File: src/rtl/binary_matvec_seq_if.sv
// binary_matvec_seq_if: operand/result handshake bundle for binary_matvec_seq.
// The slave modport is the compute block; the master modport is the producer/consumer side.
interface binary_matvec_seq_if #(
  parameter int N = 4
);
  logic           in_valid;
  logic           in_ready;
  logic [N*N-1:0] mat;
  logic [N-1:0]   vec;
  logic           out_valid;
  logic           out_ready;
  logic [N-1:0]   res;
  logic           busy;

  modport master (
    output in_valid, mat, vec, out_ready,
    input  in_ready, out_valid, res, busy
  );

  modport slave (
    input  in_valid, mat, vec, out_ready,
    output in_ready, out_valid, res, busy
  );
endinterface

File: src/rtl/binary_matvec_seq.sv
// binary_matvec_seq: N x N binary matrix times N-bit vector, one result row per cycle.
// Define BINARY_MATVEC_GF2_EN for XOR (GF(2)) row reduction; the default build reduces rows with OR.
module binary_matvec_seq #(
  parameter int N = 4
) (
  input logic                clk,
  input logic                rst_n,
  binary_matvec_seq_if.slave bus
);
  localparam int RW = $clog2(N) + 1;

  typedef enum logic [1:0] {
    IDLE    = 2'd0,
    COMPUTE = 2'd1,
    DONE    = 2'd2
  } state_t;

  state_t         state_r;
  state_t         state_nx_s;
  logic [N*N-1:0] mat_r;
  logic [N-1:0]   vec_r;
  logic [RW-1:0]  row_r;
  logic [N-1:0]   res_r;
  logic [N-1:0]   res_nx_s;
  logic [N-1:0]   row_bits_s;
  logic           last_row_s;
  logic           in_ready_r;
  logic           out_valid_r;
  logic           busy_r;

  function automatic logic reduce_row(input logic [N-1:0] bits);
`ifdef BINARY_MATVEC_GF2_EN
    return ^bits;
`else
    return |bits;
`endif
  endfunction

  assign bus.in_ready  = in_ready_r;
  assign bus.out_valid = out_valid_r;
  assign bus.busy      = busy_r;
  assign bus.res       = res_r;

  assign last_row_s = (row_r == RW'(N - 1));

  // Select the current matrix row and merge its reduced product into the result.
  always_comb begin
    row_bits_s = '0;
    res_nx_s   = res_r;
    for (int r = 0; r < N; r++) begin
      if (row_r == RW'(r)) begin
        row_bits_s  = mat_r[r*N +: N] & vec_r;
        res_nx_s[r] = reduce_row(mat_r[r*N +: N] & vec_r);
      end else begin
        res_nx_s[r] = res_r[r];
      end
    end
  end

  // Next-state decode for the IDLE -> COMPUTE -> DONE sequence.
  always_comb begin
    state_nx_s = state_r;
    case (state_r)
      IDLE: begin
        if (bus.in_valid) state_nx_s = COMPUTE;
        else              state_nx_s = IDLE;
      end
      COMPUTE: begin
        if (last_row_s) state_nx_s = DONE;
        else            state_nx_s = COMPUTE;
      end
      DONE: begin
        if (bus.out_ready) state_nx_s = IDLE;
        else               state_nx_s = DONE;
      end
      default: state_nx_s = IDLE;
    endcase
  end

  // State register; status outputs are registered from the next state so they track it exactly.
  always_ff @(posedge clk) begin
    if (!rst_n) begin
      state_r     <= IDLE;
      in_ready_r  <= 1'b1;
      out_valid_r <= 1'b0;
      busy_r      <= 1'b0;
    end else begin
      state_r     <= state_nx_s;
      in_ready_r  <= (state_nx_s == IDLE);
      out_valid_r <= (state_nx_s == DONE);
      busy_r      <= (state_nx_s != IDLE);
    end
  end

  // Operand capture and row-by-row result accumulation; the counter parks at N once all rows are done.
  always_ff @(posedge clk) begin
    if (!rst_n) begin
      mat_r <= '0;
      vec_r <= '0;
      row_r <= '0;
      res_r <= '0;
    end else begin
      case (state_r)
        IDLE: begin
          if (bus.in_valid) begin
            mat_r <= bus.mat;
            vec_r <= bus.vec;
            row_r <= '0;
            res_r <= '0;
          end else begin
            res_r <= res_r;
          end
        end
        COMPUTE: begin
          res_r <= res_nx_s;
          row_r <= row_r + RW'(1);
        end
        default: res_r <= res_r;
      endcase
    end
  end
endmodule

File: src/flat_wrapper.sv
// flat-port wrapper written by rule: the top's interface ports become plain ports
module binary_matvec_seq_flat 
#(
  parameter int N = 4
)
  (clk, rst_n, bus_in_valid, bus_mat, bus_vec, bus_out_ready, bus_in_ready, bus_out_valid, bus_res, bus_busy);
  binary_matvec_seq_if #(.N(N)) bus_i ();
  input logic clk;
  input logic rst_n;
  input wire logic [$bits(bus_i.in_valid)-1:0] bus_in_valid;
  input wire logic [$bits(bus_i.mat)-1:0] bus_mat;
  input wire logic [$bits(bus_i.vec)-1:0] bus_vec;
  input wire logic [$bits(bus_i.out_ready)-1:0] bus_out_ready;
  output wire logic [$bits(bus_i.in_ready)-1:0] bus_in_ready;
  output wire logic [$bits(bus_i.out_valid)-1:0] bus_out_valid;
  output wire logic [$bits(bus_i.res)-1:0] bus_res;
  output wire logic [$bits(bus_i.busy)-1:0] bus_busy;
  assign bus_i.in_valid = bus_in_valid;
  assign bus_i.mat = bus_mat;
  assign bus_i.vec = bus_vec;
  assign bus_i.out_ready = bus_out_ready;
  assign bus_in_ready = bus_i.in_ready;
  assign bus_out_valid = bus_i.out_valid;
  assign bus_res = bus_i.res;
  assign bus_busy = bus_i.busy;
  binary_matvec_seq #(.N(N)) u_core (.clk(clk), .rst_n(rst_n), .bus(bus_i));
endmodule
File: config.mk
export PLATFORM = sky130hd
export DESIGN_NAME = binary_matvec_seq_flat
export DESIGN_NICKNAME = d
export VERILOG_FILES = /design/src/rtl/binary_matvec_seq_if.sv /design/src/rtl/binary_matvec_seq.sv /design/src/flat_wrapper.sv
export SDC_FILE = /design/constraint.sdc
export NUM_CORES = 1
export LEC_CHECK = 0
export BUFFER_PORTS_ARGS = -buffer_cell sky130_fd_sc_hd__buf_2
export CAP_MARGIN = 20
export CORE_ASPECT_RATIO = 1.1
export CORE_MARGIN = 2
export CORE_UTILIZATION = 43
export CTS_CLUSTER_DIAMETER = 50
export DETAILED_ROUTE_END_ITERATION = 8
export PLACE_DENSITY = 0.69
export SLEW_MARGIN = 5
export SYNTH_ARGS = -nofsm -noshare
export SYNTH_HDL_FRONTEND = slang
export SYNTH_SLANG_ARGS = --single-unit
File: constraint.sdc
create_clock -name clk -period 1.4 [get_ports clk]
set_input_delay 0.28 -clock clk [delete_from_list [all_inputs] [get_ports clk]]
set_output_delay 0.28 -clock clk [all_outputs]
set_load 0.005 [all_outputs]
### Word level (Yosys, flattened, before mapping)

Cells that the tools add are included.

* bitwise logic cells: 4
* $add $sub $neg: 1
* eq/ne operators: 11
* reductions and logical operators: 15
* mux-type cells: 12

Operators with widths (count)
* 4-bit bitwise AND: 4
* 4-bit OR reduction: 4
* 3-bit AND reduction: 4
* 2-bit by 1-bit inequality test with 1-bit output, second input constant: 4
* 4-bit case mux with 2 select lines: 1
* 3-bit by 2-bit equality test with 1-bit output, second input constant: 2
* 2-bit case mux with 3 select lines: 1
* 3-bit case mux with 2 select lines: 1
* 1-bit two-way mux: 5
* 2-bit equality test, second input constant: 2
* 2-bit logical NOT: 2
* 2-bit two-way mux: 2
* 4-bit two-way mux: 1
* 2-bit AND reduction: 2
* 2-bit nonzero test: 2
* 3-bit by 1-bit adder with 3-bit output, second input constant: 1
* 3-bit by 1-bit equality test with 1-bit output, second input constant: 1
* 3-bit logical NOT: 1
* 3-bit two-way mux: 1
* 2-bit by 1-bit equality test with 1-bit output, second input constant: 1
* 2-bit inequality test, second input constant: 1

* register bits after elaboration: 32
* word-level logic and storage cells: 54
* output and inout bits: 7
* input bits: 24

### Depth between registers and ports, before layout

* depth after elaboration: 4
* depth in mapped cells: 5
* gate-level depth less buffers: 5

### Worst setup path after synthesis

No wires, ideal clock.

* path type: reg2reg
* start point: register u_core.row_r[0]
* end point: register u_core.res_r[3] (netlist: u_core.bus.res[3])
* required time: 1308 ps
* cell stages (with the launch flop): 5
* data arrival time: 1101 ps
* path buffers: 0
* path slack: 207 ps
* clock period less this slack: 1193 ps
* library setup time: 92 ps
* cell sequence: dfxtp_1 > ha_1 > ha_1 > and3b_1 > o32ai_1

* word-level cells in the longest chain between the ends: 3

Ends and longest elaborated chain
* from (decl): line binary_matvec_seq.sv:22 `logic [RW-1:0] row_r;`
* from (signal assigned): line binary_matvec_seq.sv:116 `row_r <= row_r + RW'(1);`
* 3-bit by 2-bit equality test with 1-bit output: line binary_matvec_seq.sv:51 `if (row_r == RW'(r)) begin`
* 2-bit by 1-bit inequality test with 1-bit output (no line)
* 3-bit AND reduction (no line)
* to (signal assigned): line binary_matvec_seq.sv:111 `res_r <= res_r;`
* to (signal assigned): line binary_matvec_seq.sv:115 `res_r <= res_nx_s;`
* to (signal assigned): line binary_matvec_seq.sv:118 `default: res_r <= res_r;`
* to (decl): line binary_matvec_seq.sv:23 `logic [N-1:0] res_r;`

No other way between the ends.
A chain may end at the register's enable or synchronous reset.

### Worst setup path in the final report

* start point: register u_core.state_r[0]
* end point: register u_core.res_r[0] (netlist: u_core.bus.res[0])

* word-level cells in the longest chain between the ends: 3
* elaborated cells between the ends (all ways): 7
* classes of those cells: eq/ne: 3; mux: 1; reduce/logical: 3

Ends and longest elaborated chain
* from (decl): line binary_matvec_seq.sv:18 `state_t state_r;`
* from (signal assigned): line binary_matvec_seq.sv:88 `state_r <= state_nx_s;`
* 2-bit by 1-bit equality test with 1-bit output or 2-bit logical NOT (tied branches): line binary_matvec_seq.sv:103 `case (state_r)`
* 2-bit by 1-bit inequality test with 1-bit output (no line), or another cell as far along
* 3-bit AND reduction (no line)

Several ways; a longest one is shown, not always the timed one.

==> results.json <==
{
  "status": "finished, final reports clean",
  "num_vias": 1197,
  "cts_hold_buffers": 0,
  "cp.arrival_ps": 1540,
  "syn_area_per_cell_sq_um": 9.566,
  "clock-sinks": 32,
  "synth_warnings": 0,
  "worst_pin_slew_ps": 445.2,
  "core_area_sq_um": 3331,
  "cellInternalPower_mw": 1.250,
  "areaGrowthSynthToFinish_pct": 18.65,
  "drive_above_1_share_pct": 35.98,
  "dpl_cell_area_sq_um": 1692,
  "cts_root_buf": "clkbuf_4",
  "htreeDepth": 2,
  "worst_clock_skew_ps": 8.667,
  "wl_per_cell_um": 12.51,
  "clockBufferDepth": 2,
  "antenna_found_initial": 0,
  "critical_path_class": "flop to flop",
  "chipHeight_um": 65.59,
  "track_usage_pct": 17.11,
  "row_count": 22,
  "pin_count": 31,
  "grt_pass1_vias": 1172,
  "syn-instance-count": 155,
  "clockPowerShare_pct": 27.7,
  "viasPerCell": 5.051,
  "die_w_um": 59.99,
  "power_leakage_nw": 0.7028,
  "grt_pass1_wl_mm": 4.947,
  "ant_nets": 0,
  "place.detailed.hpwl_mm": 2.188,
  "ir_drop_uv": 866.4,
  "end_kind": "flop",
  "clk_pin_slew_ps": 90,
  "grt.met1_usage_pct": 19.46,
  "use_met2_pct": 28.13,
  "switching_power_mw": 0.4155,
  "syn_area_sq_um": 1483,
  "start_util_pct": 44.52,
  "drcViolationCount": 0,
  "grt_overflow": 0,
  "combPwrFrac_pct": 13.3,
  "fin_util_pct": 52.82,
  "synth_cell_types": 24,
  "final_area_sq_um": 1759,
  "ys_ff_latch": 32,
  "busiest_layer": "met2",
  "finalCritPeriodShare_pct": 93.65,
  "grtUsageMet3_pct": 5.709,
  "cts_tree": "yes",
  "switching_share_pct": 24.94,
  "min_path_type": "input pin to flop",
  "crit_required_ps": 1630,
  "seq_area_frac_synth_pct": 43.21,
  "drtIter0Drc": 75,
  "path_max_fanout": 11,
  "routed_wirelength_mm": 2.964,
  "setup_viol": 0,
  "fmax_ghz": 0.7627,
  "seqPwrFrac_pct": 59.1,
  "die_area_sq_um": 3934,
  "num_antenna_cells": 0,
  "final.min_clock_period_ps": 1311,
  "pwr_density_cell_nw_per_um2": 946.9,
  "max_slew_margin_pct": 69.92,
  "max_cap_violations": 0,
  "crit_path_start_kind": "flop",
  "finalHoldViolCount": 0,
  "syn-num-nets": 184,
  "io_buffers": 30,
  "drv_slew": 0,
  "first_pass_iters": 4,
  "clock_latency_ps": 320,
  "finish.net_count": 218,
  "grt_start_max_net_pins": 27,
  "place_congestion": 0.7852,
  "cts_buffers": 5
}
==> synth_stat cells (all sizes together) <==
master | count | area, sq um
nand2 | 48 | 180.2
clkbuf | 4 | 15.01
mux2i | 2 | 20.02
a21boi | 20 | 225.2
ha | 5 | 62.56
a22oi | 2 | 15.01
nor4bb | 3 | 30.03
and3b | 1 | 8.760
inv | 5 | 18.77
buf | 6 | 51.30
o21bai | 1 | 7.510
or3b | 1 | 8.760
o21ai | 1 | 5.000
o21a | 3 | 22.52
o32ai | 4 | 35.03
nor2 | 2 | 7.510
nor2b | 4 | 25.02
a22o | 4 | 35.03
dfxtp | 32 | 640.6
a221oi | 4 | 35.03
nor3b | 3 | 33.78
==> final cells by class <==
cell class,count,area (sq um)
well taps,48,60.06
multi-input cells,108,777.0
clock inverters,1,5.005
fillers,317,1572
clock buffers,6,41.29
repair buffers,37,215.2
inverters,5,18.77
flip-flops and latches,32,641.9
==> power by group through the flow <==
stage                     registers (mW)  clock network, mW  logic (mW)
after floorplan                    0.994                  0       0.153
after global placement              1.00                  0       0.212
after detailed placement            1.00                  0       0.221
after CTS                          0.984              0.481       0.222
after global routing               0.989              0.537       0.248
final                              0.984              0.461       0.221
==> cells in the final DEF, fill, tap and decap left out <==
master    synthesis  layout
o32ai_2           0       1
buf_12            0       1
and3b_1           1       1
nor2_1            2       2
dfxtp_2           0       1
clkbuf_1          4       1
nor4bb_2          0       2
o21ai_0           1       1
o32ai_1           4       3
nor4bb_1          3       1
mux2i_1           2       2
o21bai_1          1       1
a21boi_2         20      20
clkbuf_4          0       5
o21a_1            3       3
nand2_1          48      48
a22o_1            4       4
clkinv_2          0       1
nor3b_4           1       1
a221oi_1          4       4
buf_2             2      30
inv_1             5       5
a22oi_1           2       2
nor2b_1           4       4
or3b_1            1       1
ha_1              5       5
nor3b_1           2       2
dfxtp_1          32      31
buf_4             1       6
==> kinds of logic after synthesis <==
logic type                 count (synthesis)  synth area share [%]
adders and majority gates                  5                 4.219
buffers and inverters                     15                 5.738
muxes                                      2                 1.350
DFF                                       32                 43.21
AOI/OAI and AO/OA                         39                 25.65
and+or+nand+nor                           62                 19.83
==> routing by layer <==
metal / vias up / part of all wire [%]
met5: - / 0
met4: 0 / 1.8
met3: 5 / 5.9
met2: 32 / 49
met1: 562 / 43
li1: 598 / -
==> final timing paths <==
kind,from,endpoint,slack [ps],cells after the start
worst max-delay path,u_core.state_r[0]$_SDFF_PN0_,u_core.bus.res[0]$_SDFFE_PN0P_,90,3
worst min-delay path,bus_mat[0],u_core.mat_r[0]$_SDFFE_PN0P_,190,3
worst max register to register,u_core.state_r[0]$_SDFF_PN0_,u_core.bus.res[0]$_SDFFE_PN0P_,90,3
worst min register to register,u_core.bus.res[0]$_SDFFE_PN0P_,u_core.bus.res[0]$_SDFFE_PN0P_,470,2
==> what timing repair did <==
item / CTS / global route
setup buffers: 0 / 0
hold endpoints to repair: 0 / 0
setup endpoints to repair: 0 / 3
resized for setup: 0 / 4
==> worst max-delay path: stages (launching register included) <==
cell and delay (ps):
dfxtp_1 500, nor4bb_1 490, nand2_1 100, o32ai_1 120
==> registers in the layout (all words and copies together), names as in the netlist <==
name,cells
u_core.mat_r,16
u_core.bus.res,4
u_core.vec_r,4
u_core.row_r,3
u_core.state_r,2
u_core.bus.busy,1
u_core.bus.in_ready,1
u_core.bus.out_valid,1
==> per-stage QoR <==
step	hold WS (ps)	setup slack [ps]	TNS (ps)	power, mW	std cells
3_5_place_dp	464.9	74.60	0	1.226	230
5_1_grt	173.6	-4.024	-4.194	1.774	237
2_1_floorplan	424.8	206.6	0	1.147	155
4_1_cts	180.6	27.54	0	1.686	237
3_3_place_gp	452.3	142.1	0	1.215	230
6_report	193.9	88.93	0	1.666	237
Note: power is estimated with default switching activity, not from simulation.
